### src/rtl/serial_word_feeder.sv
// serial_word_feeder: takes a parallel word, shifts it out MSB first with a
// per-bit valid, frame start/last markers and a clear pulse for the
// downstream remainder checker, then idles for GAP cycles before taking the
// next word.
module serial_word_feeder #(
  parameter int WIDTH = 8,
  parameter int GAP   = 1
) (
  input  logic             clk,
  input  logic             reset,
  input  logic [WIDTH-1:0] word_in,
  input  logic             word_valid,
  output logic             word_ready,
  input  logic             pause,
  output logic             bit_out,
  output logic             bit_valid,
  output logic             frame_start,
  output logic             frame_last,
  output logic             chk_clr,
  output logic             busy
);

  // Counter widths: enough to hold WIDTH-1 and GAP-1, never narrower than 1.
  localparam int CW = (WIDTH > 2) ? $clog2(WIDTH) : 1;
  localparam int GW = (GAP > 1) ? $clog2(GAP + 1) : 1;

  localparam int BTOP_I = WIDTH - 1;
  localparam int GTOP_I = (GAP > 0) ? (GAP - 1) : 0;

  localparam logic [CW-1:0] BCNT_TOP = CW'(BTOP_I);
  localparam logic [GW-1:0] GCNT_TOP = GW'(GTOP_I);

  localparam logic [1:0] S_IDLE  = 2'd0;
  localparam logic [1:0] S_SHIFT = 2'd1;
  localparam logic [1:0] S_GAP   = 2'd2;

  logic [1:0]       state;
  logic [WIDTH-1:0] sreg;
  logic [CW-1:0]    bcnt;
  logic [GW-1:0]    gcnt;
  logic             accept;
  logic             in_shift;

  // Handshake and serial outputs are pure decodes of the registered state;
  // reset gates the ready/clear path so nothing is taken while held in reset.
  always_comb begin
    in_shift    = (state == S_SHIFT);
    busy        = (state != S_IDLE);
    word_ready  = (state == S_IDLE) && !reset;
    accept      = word_valid && word_ready;
    chk_clr     = accept;
    bit_valid   = in_shift && !pause;
    bit_out     = in_shift && sreg[WIDTH-1];
    frame_start = bit_valid && (bcnt == BCNT_TOP);
    frame_last  = bit_valid && (bcnt == '0);
  end

  // State, shift register and both counters; the word is captured only on
  // accept, so word_in/word_valid activity while busy cannot disturb a frame.
  always_ff @(posedge clk or posedge reset) begin
    if (reset) begin
      state <= S_IDLE;
      sreg  <= '0;
      bcnt  <= '0;
      gcnt  <= '0;
    end else begin
      case (state)
        S_IDLE: begin
          if (accept) begin
            sreg  <= word_in;
            bcnt  <= BCNT_TOP;
            state <= S_SHIFT;
          end
        end
        S_SHIFT: begin
          // A paused cycle holds everything so bit_out stays put.
          if (!pause) begin
            sreg <= {sreg[WIDTH-2:0], 1'b0};
            if (bcnt == '0) begin
              if (GAP > 0) begin
                gcnt  <= GCNT_TOP;
                state <= S_GAP;
              end else begin
                state <= S_IDLE;
              end
            end else begin
              bcnt <= bcnt - 1'b1;
            end
          end
        end
        S_GAP: begin
          // Idle spacing between frames; pause is deliberately ignored here.
          if (gcnt == '0) begin
            state <= S_IDLE;
          end else begin
            gcnt <= gcnt - 1'b1;
          end
        end
        default: begin
          state <= S_IDLE;
        end
      endcase
    end
  end

endmodule

### config.mk
export PLATFORM = sky130hd
export DESIGN_NAME = serial_word_feeder
export DESIGN_NICKNAME = d
export VERILOG_FILES = /design/src/rtl/serial_word_feeder.sv
export SDC_FILE = /design/constraint.sdc
export NUM_CORES = 1
export LEC_CHECK = 0
export BUFFER_PORTS_ARGS = -buffer_cell sky130_fd_sc_hd__clkbuf_2
export CAP_MARGIN = 25
export CELL_PAD_IN_SITES_DETAIL_PLACEMENT = 0
export CELL_PAD_IN_SITES_GLOBAL_PLACEMENT = 1
export CORE_MARGIN = 1.5
export CORE_UTILIZATION = 36
export DETAILED_ROUTE_END_ITERATION = 6
export GPL_TIMING_DRIVEN = 0
export PLACE_DENSITY_LB_ADDON = 0.1
export RECOVER_POWER = 25
export SETUP_SLACK_MARGIN = 0.15
export SLEW_MARGIN = 20
export SYNTH_ARGS = -nofsm -noshare
export SYNTH_HDL_FRONTEND = slang
export SYNTH_SLANG_ARGS = --single-unit
### constraint.sdc
create_clock -name clk -period 1.3 [get_ports clk]
set_input_delay 0.26 -clock clk [delete_from_list [all_inputs] [get_ports clk]]
set_output_delay 0.26 -clock clk [all_outputs]
set_load 0.01 [all_outputs]
* Word-level counts from Yosys, hierarchy flattened
Cells that the tools add are included.
** Word-level totals
- Output and inout port bits :: 7
- Logic and storage cells :: 47
- Register bits :: 14
- Input port bits :: 12
** Operators by class
- Equality and inequality tests :: 8
- $add $sub $neg :: 2
- Mux-type cells :: 16
- Reductions and logical operators :: 17
** Operator list (count)
- $mux W8 :: 2
- $pmux W8 S2 :: 1
- $mux W3 :: 3
- $mux W2 :: 4
- $ne A2 B2 Y1 const B :: 4
- $reduce_and A4 Y1 :: 2
- $logic_and A1 B1 Y1 :: 6
- $pmux W2 S3 :: 1
- $pmux W3 S2 :: 1
- $reduce_and A3 Y1 :: 2
- $reduce_bool A2 Y1 :: 3
- $eq A3 B3 Y1 const B :: 1
- $logic_not A3 Y1 :: 1
- $mux W1 :: 3
- $sub A3 B1 Y3 const B :: 1
- $eq A2 B1 Y1 const B :: 1
- $eq A2 B2 Y1 const B :: 1
- $logic_not A1 Y1 :: 2
- $logic_not A2 Y1 :: 1
- $ne A2 B1 Y1 const B :: 1
- $pmux W1 S2 :: 1
- $sub A1 B1 Y1 const B :: 1

* Depth between registers and ports, before layout
- Word-level depth :: 5
- Depth in mapped cells :: 5
- Gate-level depth less buffers :: 5

* Worst setup path before layout
Ideal clock, no wire load.
- Kind :: register -> register
- Start point :: register state[1]
- End point :: register sreg[1]
- Data required time :: 1.175 ns
- Path buffers :: 0
- Stages on the path, launching flop included :: 4
- Clock period less this slack :: 1.514 ns
- Setup slack :: -0.214 ns
- Setup time :: 0.125 ns
- Arrival time :: 1.389 ns
- Path through :: dfrtp_1 -> nor4b_4 -> nor2_4 -> mux2_4
** Between the ends
- Longest elaborated chain between the ends :: 5
- Elaborated cells between the ends (all ways) :: 9
- Those cells by class :: 3 x eq/ne; 1 x mux; 5 x reduce/logical
** RTL lines
- start, declared :: line 37 : logic [1:0] state;
- start signal, assigned :: line 62 : state <= S_IDLE;
- start signal, assigned :: line 72 : state <= S_SHIFT;
- start signal, assigned :: line 82 : state <= S_GAP;
- $logic_not A2 Y1 :: line 49 : word_ready = (state == S_IDLE) && !reset;
- $logic_and A1 B1 Y1 :: line 49
- $logic_and A1 B1 Y1 :: line 50 : accept = word_valid && word_ready;
- via chk_clr :: line 19 : output logic chk_clr,
- $ne A2 B2 Y1 (no source line)
- $reduce_and A3 Y1 (no source line)
- end signal, assigned :: line 70 : sreg <= word_in;
- end signal, assigned :: line 78 : sreg <= {sreg[WIDTH-2:0], 1'b0};
- end, declared :: line 38 : logic [WIDTH-1:0] sreg;
The timed path passes the listed nets, and every way through them passes these cells.
A chain may end at the register's enable or synchronous reset.

* Worst setup path after layout
- Start point :: register state[1]
- End point :: register sreg[2]
** Between the ends
- Longest elaborated chain between the ends :: 5
- Elaborated cells between the ends (all ways) :: 9
- Those cells by class :: 3 x eq/ne; 1 x mux; 5 x reduce/logical
** RTL lines (line)
- $logic_not A2 Y1 :: 49, 67
- $logic_and A1 B1 Y1 :: 49
- $logic_and A1 B1 Y1 :: 50
- $ne A2 B2 Y1 (no source line)
- $reduce_and A3 Y1 (no source line)
Several ways; a longest one is shown, not always the timed one.

==> summary.txt <==
STA
  • Rel. slew slack: 64.6%
  • Fmax: 0.634 GHz
  • Worst Skew: 0.000492 ns
  • Final Max Slew Viols: 0
  • Final Hold Viols: 0
  • RSZ-0062 raised after global routing: yes
  • Worst slew pin tran: 0.531 ns
  • Tcrit/Tclk final: 121%
  • Final Setup Violations: 18
  • Final worst setup slack: -0.277 ns
  • Fin crit period: 1.58 ns

Placed design
  • Final Wtd Congestion: 0.672
  • I/O Buffers: 18
  • Dpl cells: 103
  • HPWL after DPL: 976 µm

Clocking
  • Hold-fix buffers at CTS: 0
  • Longest Clk Path Bufs: 2
  • # H-tree levels: 1
  • CTS Buf Count: 3
  • Clk_lat worst skew: 0.28 ns
  • CTS tree: done
  • Root Buffer: clkbuf_4
  • Clock sinks: 13
  • Worst-path clk slew: 0.08 ns

GRT
  • First-pass GRT wire length: 2560 µm
  • GR Overflow Total: 0
  • Initial antenna violation count: 0
  • GRT Util Overall: 14.3%
  • Vias in the first global route: 586
  • Largest net degree at the start of global routing: 15

Routing
  • Vias: 578
  • Vias per inst: 4.98
  • Detail Route Antenna Nets: 0
  • First-pass DRT Iterations: 2
  • 1st-iter DRT viols: 4
  • Final WL: 1520 µm
  • Avg WL per Cell: 13.1 µm
  • Detailed-route DRC error count: 0

Synthesis
  • Cell area after synthesis: 741 µm²
  • Sequential-to-total area share from yosys stat: 43.9%
  • Avg Inst Size Synth: 12.8 µm²
  • Post-synth top flop: dfrtp_1
  • Synth cell count leaders: dfrtp_1, mux2_2, mux2_4
  • Most frequent cell after synthesis: dfrtp_1
  • Synth top area share: 43.9%
  • Synthesized instance count: 58
  • Post-synth EDFFs: 0
  • Synth warn: 0
  • Cell variety after synth: 23
  • Largest area contributor in the netlist: dfrtp_1
  • Ys async rst share: 100%
  • Synth area leaders: dfrtp_1, mux2_4, mux2_2, ha_1, nor4b_4
  • Synth Register Bits: 13
  • Syn nets: 73

Critical path
  • R2R Setup Slk: -0.28 ns
  • Crit path arrival time: 1.75 ns
  • Crit Path Max Fanout: 9
  • Crit path required time: 1.47 ns
  • Worst R2R Path Depth: 6
  • Element type at the critical path start: flop
  • Endpoint class of the critical path: flop
  • WS Path Type: reg2reg

Final layout
  • Final nets: 105
  • Layout area overhead: 44.1%
  • N_diodes: 0
  • Fill cell count: 201
  • Share of layout cells above drive strength 1: 70.8%
  • Post-layout util: 55.0%
  • Layout Cells excl Fill: 116

Floorplan
  • Site row count: 16
  • Die area: 0.00234 mm²
  • Core area: 0.00194 mm²
  • Die width: 48.4 µm
  • Starting Density: 38.1%
  • Top Ports: 19
  • Chip height: 48.4 µm

Power and ir drop
  • Pwr dens: 2220 mW/mm²
  • Max IR drop VDD: 0.000993 V
  • Leak pwr: 0.000513 µW

Run status
  • Failing checks: setup timing
  • Run status: complete, but fails checks

Min path
  • Worst min-delay path category: in2async

Run
  • MaxCap Viol Count: 0
-- worst max-delay path: stages, from the launching register on --
cell,delay (ns)
dfrtp_2,0.50
nor3b_4,0.23
buf_4,0.16
buf_4,0.12
nor2_4,0.04
buf_12,0.14
mux2_4,0.29
-- path summary, 6_finish.rpt --
path / start / end
hold / removal: reset / sreg[7]$_DFFE_PP0P_
max in group asynchronous: reset / state[0]$_DFFE_PP0P_
min in group clk: word_in[0] / sreg[0]$_DFFE_PP0P_
setup / recovery: state[1]$_DFFE_PP0P_ / sreg[2]$_DFFE_PP0P_
hold reg to reg: sreg[0]$_DFFE_PP0P_ / sreg[0]$_DFFE_PP0P_
setup reg to reg: state[1]$_DFFE_PP0P_ / sreg[2]$_DFFE_PP0P_
-- placed cells by master (no fill, tap or decap), types with 2 or more instances in the layout --
master and instances:
buf_2 2, clkbuf_1 2, a21oi_1 3, mux2_2 7, clkbuf_2 11, o21ai_0 2
inv_2 3, buf_6 5, clkbuf_4 3, nor2_4 2, dfrtp_2 2, mux2_4 7
dfrtp_1 11, buf_4 8, ha_1 2
-- stage by stage --
stage | hold slack [ns] | power, µW | instance area (µm²) | TNS [ns] | setup WS [ns]
2_1_floorplan | 0.145 | 1530 | 771 | -1.03 | -0.136
3_3_place_gp | 0.387 | 1730 | 895 | -2.04 | -0.210
3_5_place_dp | 0.397 | 1740 | 895 | -2.15 | -0.222
4_1_cts | 0.0842 | 2300 | 1030 | -3.79 | -0.289
5_1_grt | 0.144 | 2550 | 1070 | -4.97 | -0.346
6_report | 0.104 | 2360 | 1070 | -3.72 | -0.277
-- state kept, by name (all words and copies together) (netlist names) --
register and count:
sreg 8, bcnt 3, state 2
-- layout make-up --
cell class / count / area (µm²) / area share [%]
buffer: 1 / 11.3 / 1.06
clock buffer: 4 / 26.3 / 2.46
tap: 27 / 33.8 / 3.17
multi-input combinational: 40 / 459 / 43.0
inverter: 4 / 15.0 / 1.41
sequential: 13 / 328 / 30.7
timing repair buffer: 27 / 194 / 18.2
-- report_power, final --
group          switching [µW]  internal (µW)  total (µW)
logic                     509            888        1400
registers                 129            581         710
clock network             138            119         257
-- kinds of logic (layout without fill, tap and decap cells) --
logic type / after synthesis / after routing / synth area share, %
compound gates: 9 / 9 / 7.94
fa+ha+maj: 3 / 3 / 5.07
buf+inv: 5 / 36 / 2.70
flops: 13 / 13 / 43.9
mux: 14 / 14 / 24.8
simple gates: 14 / 14 / 15.5
-- metal layers --
metal	global-route usage (%)	part of all wire (%)
met5	0	0
met4	7.14	1.4
met3	3.09	3.6
met2	23.8	51
met1	17.6	44
-- what timing repair did --
action	in CTS	in global routing
cloned	0	0
resized for setup	9	12
setup endpoints to repair	19	18
pin swaps	5	3
setup buffers	9	0
Power figures use the tool's default switching activity.
